`src/rtl/trace_capture.sv`:
```
// Captures val/rdy channel activity into a circular trace buffer around a trigger,
// then streams the captured entries out oldest-first.
module trace_capture #(
    parameter int p_nchannels   = 2,
    parameter int p_msg_nbits   = 8,
    parameter int p_depth       = 16,
    parameter int p_cycle_nbits = 16
) (
    input  logic                                   clk,
    input  logic                                   reset,
    input  logic [p_nchannels-1:0]                 mon_val,
    input  logic [p_nchannels-1:0]                 mon_rdy,
    input  logic [p_nchannels*p_msg_nbits-1:0]     mon_msg,
    input  logic [1:0]                             level,
    input  logic                                   arm,
    input  logic                                   trigger,
    input  logic [15:0]                            post_count,
    output logic                                   rd_val,
    input  logic                                   rd_rdy,
    output logic [p_cycle_nbits+2*p_nchannels+p_nchannels*p_msg_nbits-1:0] rd_msg,
    output logic [1:0]                             state,
    output logic [p_cycle_nbits-1:0]               cycles
);
    localparam int EW = p_cycle_nbits + 2*p_nchannels + p_nchannels*p_msg_nbits;
    localparam int AW = $clog2(p_depth);
    localparam logic [AW:0] FULL = (AW+1)'(p_depth);

    localparam logic [1:0] S_IDLE  = 2'd0;
    localparam logic [1:0] S_ARMED = 2'd1;
    localparam logic [1:0] S_POST  = 2'd2;
    localparam logic [1:0] S_DRAIN = 2'd3;

    logic [1:0]               state_q, state_d;
    logic [AW-1:0]            wr_ptr_q, wr_ptr_d;
    logic [AW:0]              fill_q, fill_d;
    logic [15:0]              post_q, post_d;
    logic [p_cycle_nbits-1:0] cycles_q;
    logic [EW-1:0]            mem_q [p_depth];

    logic          qual, wr_en;
    logic [AW-1:0] rd_ptr;

    assign qual = ((level == 2'd1) && |(mon_val & mon_rdy)) || (level[1] && |mon_val);

    // No writes happen in DRAIN, so the oldest entry always sits fill slots behind wr_ptr.
    assign rd_ptr = wr_ptr_q - fill_q[AW-1:0];

    always_comb begin
        state_d  = state_q;
        wr_ptr_d = wr_ptr_q;
        fill_d   = fill_q;
        post_d   = post_q;
        wr_en    = 1'b0;
        case (state_q)
            S_IDLE: begin
                if (arm) begin
                    state_d  = S_ARMED;
                    wr_ptr_d = '0;
                    fill_d   = '0;
                    post_d   = post_count;
                end
            end
            S_ARMED: begin
                wr_en = qual;
                if (trigger) state_d = (post_q == 16'd0) ? S_DRAIN : S_POST;
            end
            S_POST: begin
                wr_en = qual;
                if (qual) begin
                    post_d = post_q - 16'd1;
                    if (post_q == 16'd1) state_d = S_DRAIN;
                end
            end
            default: begin
                if (fill_q == '0) begin
                    state_d = S_IDLE;
                end else if (rd_rdy) begin
                    fill_d = fill_q - (AW+1)'(1);
                    if (fill_q == (AW+1)'(1)) state_d = S_IDLE;
                end
            end
        endcase
        // Ring overwrite: once full, fill holds and the oldest slot is reused.
        if (wr_en) begin
            wr_ptr_d = wr_ptr_q + AW'(1);
            if (fill_q != FULL) fill_d = fill_q + (AW+1)'(1);
        end
    end

    always_ff @(posedge clk) begin
        if (reset) begin
            state_q  <= S_IDLE;
            wr_ptr_q <= '0;
            fill_q   <= '0;
            post_q   <= '0;
            cycles_q <= '0;
        end else begin
            state_q  <= state_d;
            wr_ptr_q <= wr_ptr_d;
            fill_q   <= fill_d;
            post_q   <= post_d;
            cycles_q <= cycles_q + p_cycle_nbits'(1);
        end
    end

    always_ff @(posedge clk) begin
        if (!reset && wr_en) mem_q[wr_ptr_q] <= {cycles_q, mon_val, mon_rdy, mon_msg};
    end

    assign rd_val = (state_q == S_DRAIN) && (fill_q != '0);
    assign rd_msg = mem_q[rd_ptr];
    assign state  = state_q;
    assign cycles = cycles_q;
endmodule

```
`config.mk`:
```
export PLATFORM = sky130hd
export DESIGN_NAME = trace_capture
export DESIGN_NICKNAME = d
export VERILOG_FILES = /design/src/rtl/trace_capture.sv
export SDC_FILE = /design/constraint.sdc
export NUM_CORES = 1
export LEC_CHECK = 0
export ABC_AREA = 1
export CAP_MARGIN = 20
export CORE_AREA = 2 2 231 233
export CTS_CLUSTER_DIAMETER = 60
export DETAILED_ROUTE_END_ITERATION = 7
export DIE_AREA = 0 0 233 235
export GPL_ROUTABILITY_DRIVEN = 0
export HOLD_SLACK_MARGIN = 0.02
export PLACE_DENSITY = 0.75
export SLEW_MARGIN = 40
export SYNTH_ARGS = -nofsm -noshare
export SYNTH_HDL_FRONTEND = slang
export SYNTH_SLANG_ARGS = --single-unit
```
`constraint.sdc`:
```
create_clock -name clk -period 8.3 [get_ports clk]
set_input_delay 1.66 -clock clk [delete_from_list [all_inputs] [get_ports clk]]
set_output_delay 1.66 -clock clk [all_outputs]
set_load 0.005 [all_outputs]
```
; After elaboration in Yosys (flattened, before gate mapping)
; Memory sizes are Yosys's and may differ from the RTL's.
; Cells that the tools add are included.
[classes]
muxes = 24
n_reduce_logical = 21
eq_ne = 11
addsub = 6
bitwise_logic = 1
[ops]
columns = cell, count
row1 = 2-to-1 mux 16 bit, 2
row2 = case mux 16 bit (2 select lines), 1
row3 = 2-to-1 mux 5 bit, 5
row4 = adder 16 x 1 -> 16 bit (second input constant), 1
row5 = equality test 16 x 1 -> 1 bit (second input constant), 1
row6 = zero test 16 bit, 1
row7 = subtractor 16 x 1 -> 16 bit (second input constant), 1
row8 = nonzero test 5 bit, 3
row9 = 2-to-1 mux 2 bit, 7
row10 = 2-to-1 mux 4 bit, 3
row11 = case mux 5 bit (2 select lines), 1
row12 = != test 2 bit (second input constant), 4
row13 = case mux 2 bit (3 select lines), 1
row14 = AND reduction 6 bit, 1
row15 = nonzero test 2 bit, 3
row16 = OR reduction 2 bit, 3
row17 = adder 5 x 1 -> 5 bit (second input constant), 1
row18 = equality test 5 x 1 -> 1 bit (second input constant), 1
row19 = zero test 5 bit, 1
row20 = != test 5 bit (second input constant), 1
row21 = subtractor 5 x 1 -> 5 bit (second input constant), 1
row22 = adder 4 x 1 -> 4 bit (second input constant), 1
row23 = equality test 2 x 1 -> 1 bit (second input constant), 2
row24 = equality test 2 bit (second input constant), 2
row25 = 9 further kinds, 15
[totals]
elab_cells = 69
memories = 1
reg_bits = 43
mem_bits_rw = 576
inputBits = 43
output_inout_bits = 55
[mem_list]
columns = memory, depth, width, read_ports, rd_ports_with_merged_regs, write_ports, line
row1 = mem_q, 16, 36, 1, 0, 1, 38  ; logic [EW-1:0] mem_q [p_depth];

; Depth between registers and ports, before layout
[depth]
ltp_word = 8
depth_mapped = 12
ltp_nobuf = 11

; Least setup slack after synthesis
; Ideal clock, no wire load.
[synth_timing]
path_kind = input port to flip-flop
startpoint = input level[1]
endpoint = memory mem_q[0][0] in the netlist's numbering (enable)
slack_ps = 3959
stages = 8
required_ps = 7871
setup_time_ps = 429
t_arrival_ps = 3912
cell_sequence = inv_1 -> nand2_1 -> nand2_1 -> nand2_1 -> nand2_1 -> nor2_1 -> nand2_1 -> nor2_1
[synth_via]
elab_chain_len = 7
word_cells_on_any_way = 8
cone_classes = 1 x eq/ne / 3 x mux / 4 x reduce/logical
[synth_lines]
columns = element, line
row1 = from (decl), 14  ; input logic [1:0] level,
row2 = equality test 2 x 1 -> 1 bit, 43  ; assign qual = ((level == 2'd1) && |(mon_val & mon_rdy)) || (level[1] && |mon_val);
row3 = logical AND 1 bit, 43
row4 = logical OR 1 bit (*), 43
row5 = 2-to-1 mux 1 bit (*), 54  ; case (state_q)
row6 = logical AND 1 bit (*), 107  ; if (!reset && wr_en) mem_q[wr_ptr_q] <= {cycles_q, mon_val, mon_rdy, mon_msg};
row7 = 2-to-1 mux 1 bit (*), 107
row8 = 2-to-1 mux 1 bit (implied by the code) (*), 107
row9 = to (decl), 38
; Mark *: on every way between the ends. The rest lies on a longest branch, timed or not.

; Final worst setup path
[layout_timing]
startpoint = register wr_ptr_q[0]
endpoint = output rd_msg[35]
[layout_via]
elab_chain_len = 2
[layout_lines]
columns = element, line
row1 = from (decl), 34  ; logic [AW-1:0] wr_ptr_q, wr_ptr_d;
row2 = from (signal assigned), 99  ; wr_ptr_q <= wr_ptr_d;
row3 = subtractor 4 bit, 46  ; assign rd_ptr = wr_ptr_q - fill_q[AW-1:0];
row4 = memory read (16 x 36 bit), n/a
row5 = to (decl), 20  ; output logic [p_cycle_nbits+2*p_nchannels+p_nchannels*p_msg_nbits-1:0] rd_msg,
; No other way between the ends.

==> results_dict.tcl <==
set metrics [dict create \
    dp_cells 2956 \
    rows 84 \
    crit_type "reg -> out" \
    drc 0 \
    slew_headroom 0.463 \
    placed_area_sq_mm 0.0277 \
    use_met1 0.281 \
    synth_xor_area_frac 0.00563 \
    skew_ns 0.0211 \
    slew_violations 0 \
    ys_types 34 \
    ys_seq_area_frac 0.699 \
    ctsLongestPathBuffers 3 \
    critPathLaunchType "register" \
    final_nets 2392 \
    vias_per_cell 5.56 \
    synth_area_sq_mm 0.0260 \
    synth-main-ff-cell "edfxtp_1" \
    drive_gt1_frac 0.0572 \
    max_freq_ghz 0.161 \
    cts_sinks 619 \
    instances_no_fill 3065 \
    n_antenna_cell 0 \
    synth.most_common_cell "edfxtp_1" \
    period_minus_slack_ns 6.22 \
    first_pass_iters 5 \
    grt_pass1_wl_um 90800 \
    clock_latency_ns 0.61 \
    synthTopCellsByArea "edfxtp_1 67%, o21ai_0 5.6%, a21oi_1 5.5%" \
    cts_setup_buffers 0 \
    required_ns 6.64 \
    synthMuxAreaShare 0 \
    path_clk_slew_ns 0.07 \
    grt_pass1_vias 16473 \
    drv_cap 0 \
    synth_top_cell_area_share 0.666 \
    fillers 4084 \
    synth-simple-area-share 0.0667 \
    synth_top_cell_by_area "edfxtp_1" \
    avgSynthCellArea_sq_um 11.5 \
    wl_um 59200 \
    cts_tree "built" \
    synth_top_family_by_area "compound AO/OA/AOI/OAI gates" \
    power.density_mw_per_mm2 388 \
    top_usage_layer "met2" \
    yosys_register_bits 619 \
    yosys-top-cells-count "576 x edfxtp_1, 340 x inv_1, 290 x o21ai_0, 286 x a21oi_1, 251 x nand2_1" \
    area_delta_synth_final_pct 13.7 \
    crit_fanout 43 \
    core_region_area_sq_mm 0.0522 \
    die_h_um 235 \
    synthCells 2267 \
    numCtsBuffers 60 \
    port_buffers 97 \
    synth_compound_area_frac 0.148 \
    final.setup.tns_ns 0 \
    ant_nets 0 \
    grt_antenna_before_repair 0 \
    place.detailed.hpwl_um 31500 \
    finalSetupViolCount 0 \
    drt_iter0_markers 1952 \
    met2_usage 0.362 \
    grt_start_max_net_pins 191 \
    gr-total-overflow 0 \
    postCtsHoldBufs 0 \
    ys_warn_count 0 \
    p_leak_nw 10.7 \
    hp-class "reg -> reg" \
    gr-usage-met3 0.0398 \
    start_util 0.497 \
    hold_viol_final 0 \
    dieArea_sq_mm 0.0548 \
    fin_crit_sh 0.750 \
    worstPathArrival_ns 4.56 \
    fp.dieW_um 233 \
    synth_edf_count 576 \
    cts_resized 0 \
    worstMarginPinSlew_ns 0.804 \
    synth.net_count 2329 \
    end_kind "primary output" \
    status "finished, final reports clean" \
    rsz0062_at_grt "no" \
    num_vias 17056 \
    stdcell_area_sq_mm 0.0295 \
    cts-root-buf "clkbuf_16" \
    ios 98 \
    peakVddDrop_mv 0.371 \
    synthArstFlopShare 0 \
    synthAdderAreaFrac 0.00944 \
    wl_per_cell_um 19.3 \
    htreeDepth 2 \
    track_usage 0.214 \
]
-- kinds of logic after synthesis --
| group | count (synthesis) |
|---|---|
| AO/OA/AOI/OAI | 720 |
| XOR/XNOR | 15 |
| adder cells (fa/ha/maj) | 19 |
| buffers and inverters | 470 |
| flip-flops | 619 |
| AND/OR/NAND/NOR | 424 |
-- per-stage QoR --
step	power (W)	util	hold slack, ns	setup slack [ns]
final	0.0115	0.566	0.497	2.08
after global routing	0.0122	0.566	0.530	1.93
after CTS	0.0115	0.566	0.496	2.12
after detailed placement	0.00887	0.530	0.486	2.79
after global placement	0.00870	0.530	0.472	2.64
after floorplan	0.00695	-	0.452	3.96
-- cell usage in the layout (no fill, tap or decap), types with 2 or more instances in the layout --
cell / count
edfxtp_1: 576
inv_1: 340
o21ai_0: 290
a21oi_1: 286
nand2_1: 251
clkdlybuf4s50_1: 97
nand3_1: 81
o211ai_1: 72
nor2_1: 62
clkbuf_16: 61
dfxtp_1: 43
o22ai_1: 37
o21ai_1: 30
buf_4: 27
clkbuf_1: 20
ha_1: 17
nor2_4: 16
clkinv_1: 11
xor2_1: 8
clkinv_2: 8
nand4_1: 5
xnor2_1: 5
bufinv_16: 4
buf_12: 4
a31oi_1: 3
or2_2: 3
nor3_1: 2
nand3b_1: 2
inv_6: 2
clkinv_4: 2
-- metal layers --
layer  vias to the layer above  share of wire
met5                         -              0
met4                         0          0.024
met2                       607           0.50
met1                      8271           0.40
met3                        98          0.073
li1                       8080              -
-- state kept, by name (all words and copies together) (netlist names) --
register and flops:
fill_q 5, wr_ptr_q 4, state 2, mem_q 576, post_q 16, cycles 16
-- cell type report --
type | count | area, sq um | area share
Timing Repair Buffer | 129 | 1260 | 0.0428
Clock inverter | 28 | 256 | 0.00868
Sequential cell | 619 | 18200 | 0.614
Multi-Input combinational cell | 1178 | 6120 | 0.207
Inverter | 342 | 1280 | 0.0434
Clock buffer | 81 | 1600 | 0.0542
Tap cell | 688 | 861 | 0.0291
-- worst paths after layout --
kind / startpoint / to / slack, ns / depth (start not counted)
setup / recovery: wr_ptr_q[0]$_SDFFE_PP0P_ / rd_msg[35] / 2.08 / 12
setup reg to reg: state[0]$_SDFFE_PP0P_ / mem_q[6][5]$_DFFE_PP_ / 5.13 / 7
hold reg to reg: post_q[4]$_SDFFE_PP0P_ / post_q[4]$_SDFFE_PP0P_ / 0.50 / 2
hold / removal: post_q[4]$_SDFFE_PP0P_ / post_q[4]$_SDFFE_PP0P_ / 0.50 / 2
-- critical path, cell delays in order (launching register included) --
cell and delay [ns]:
dfxtp_1 0.35, inv_1 0.19, ha_4 0.15, inv_1 0.06
fa_4 0.48, xnor2_4 0.16, buf_4 0.26, inv_2 0.58
buf_4 0.62, nand2_1 0.12, o211ai_1 0.21, o21ai_1 0.19
clkdlybuf4s50_1 0.52
-- where the power goes --
group          internal, W  switching, W
clock network      0.00148       0.00112
registers          0.00348     0.0000698
logic              0.00202       0.00330
total              0.00698       0.00449
Note: power is estimated with default switching activity, not from simulation.
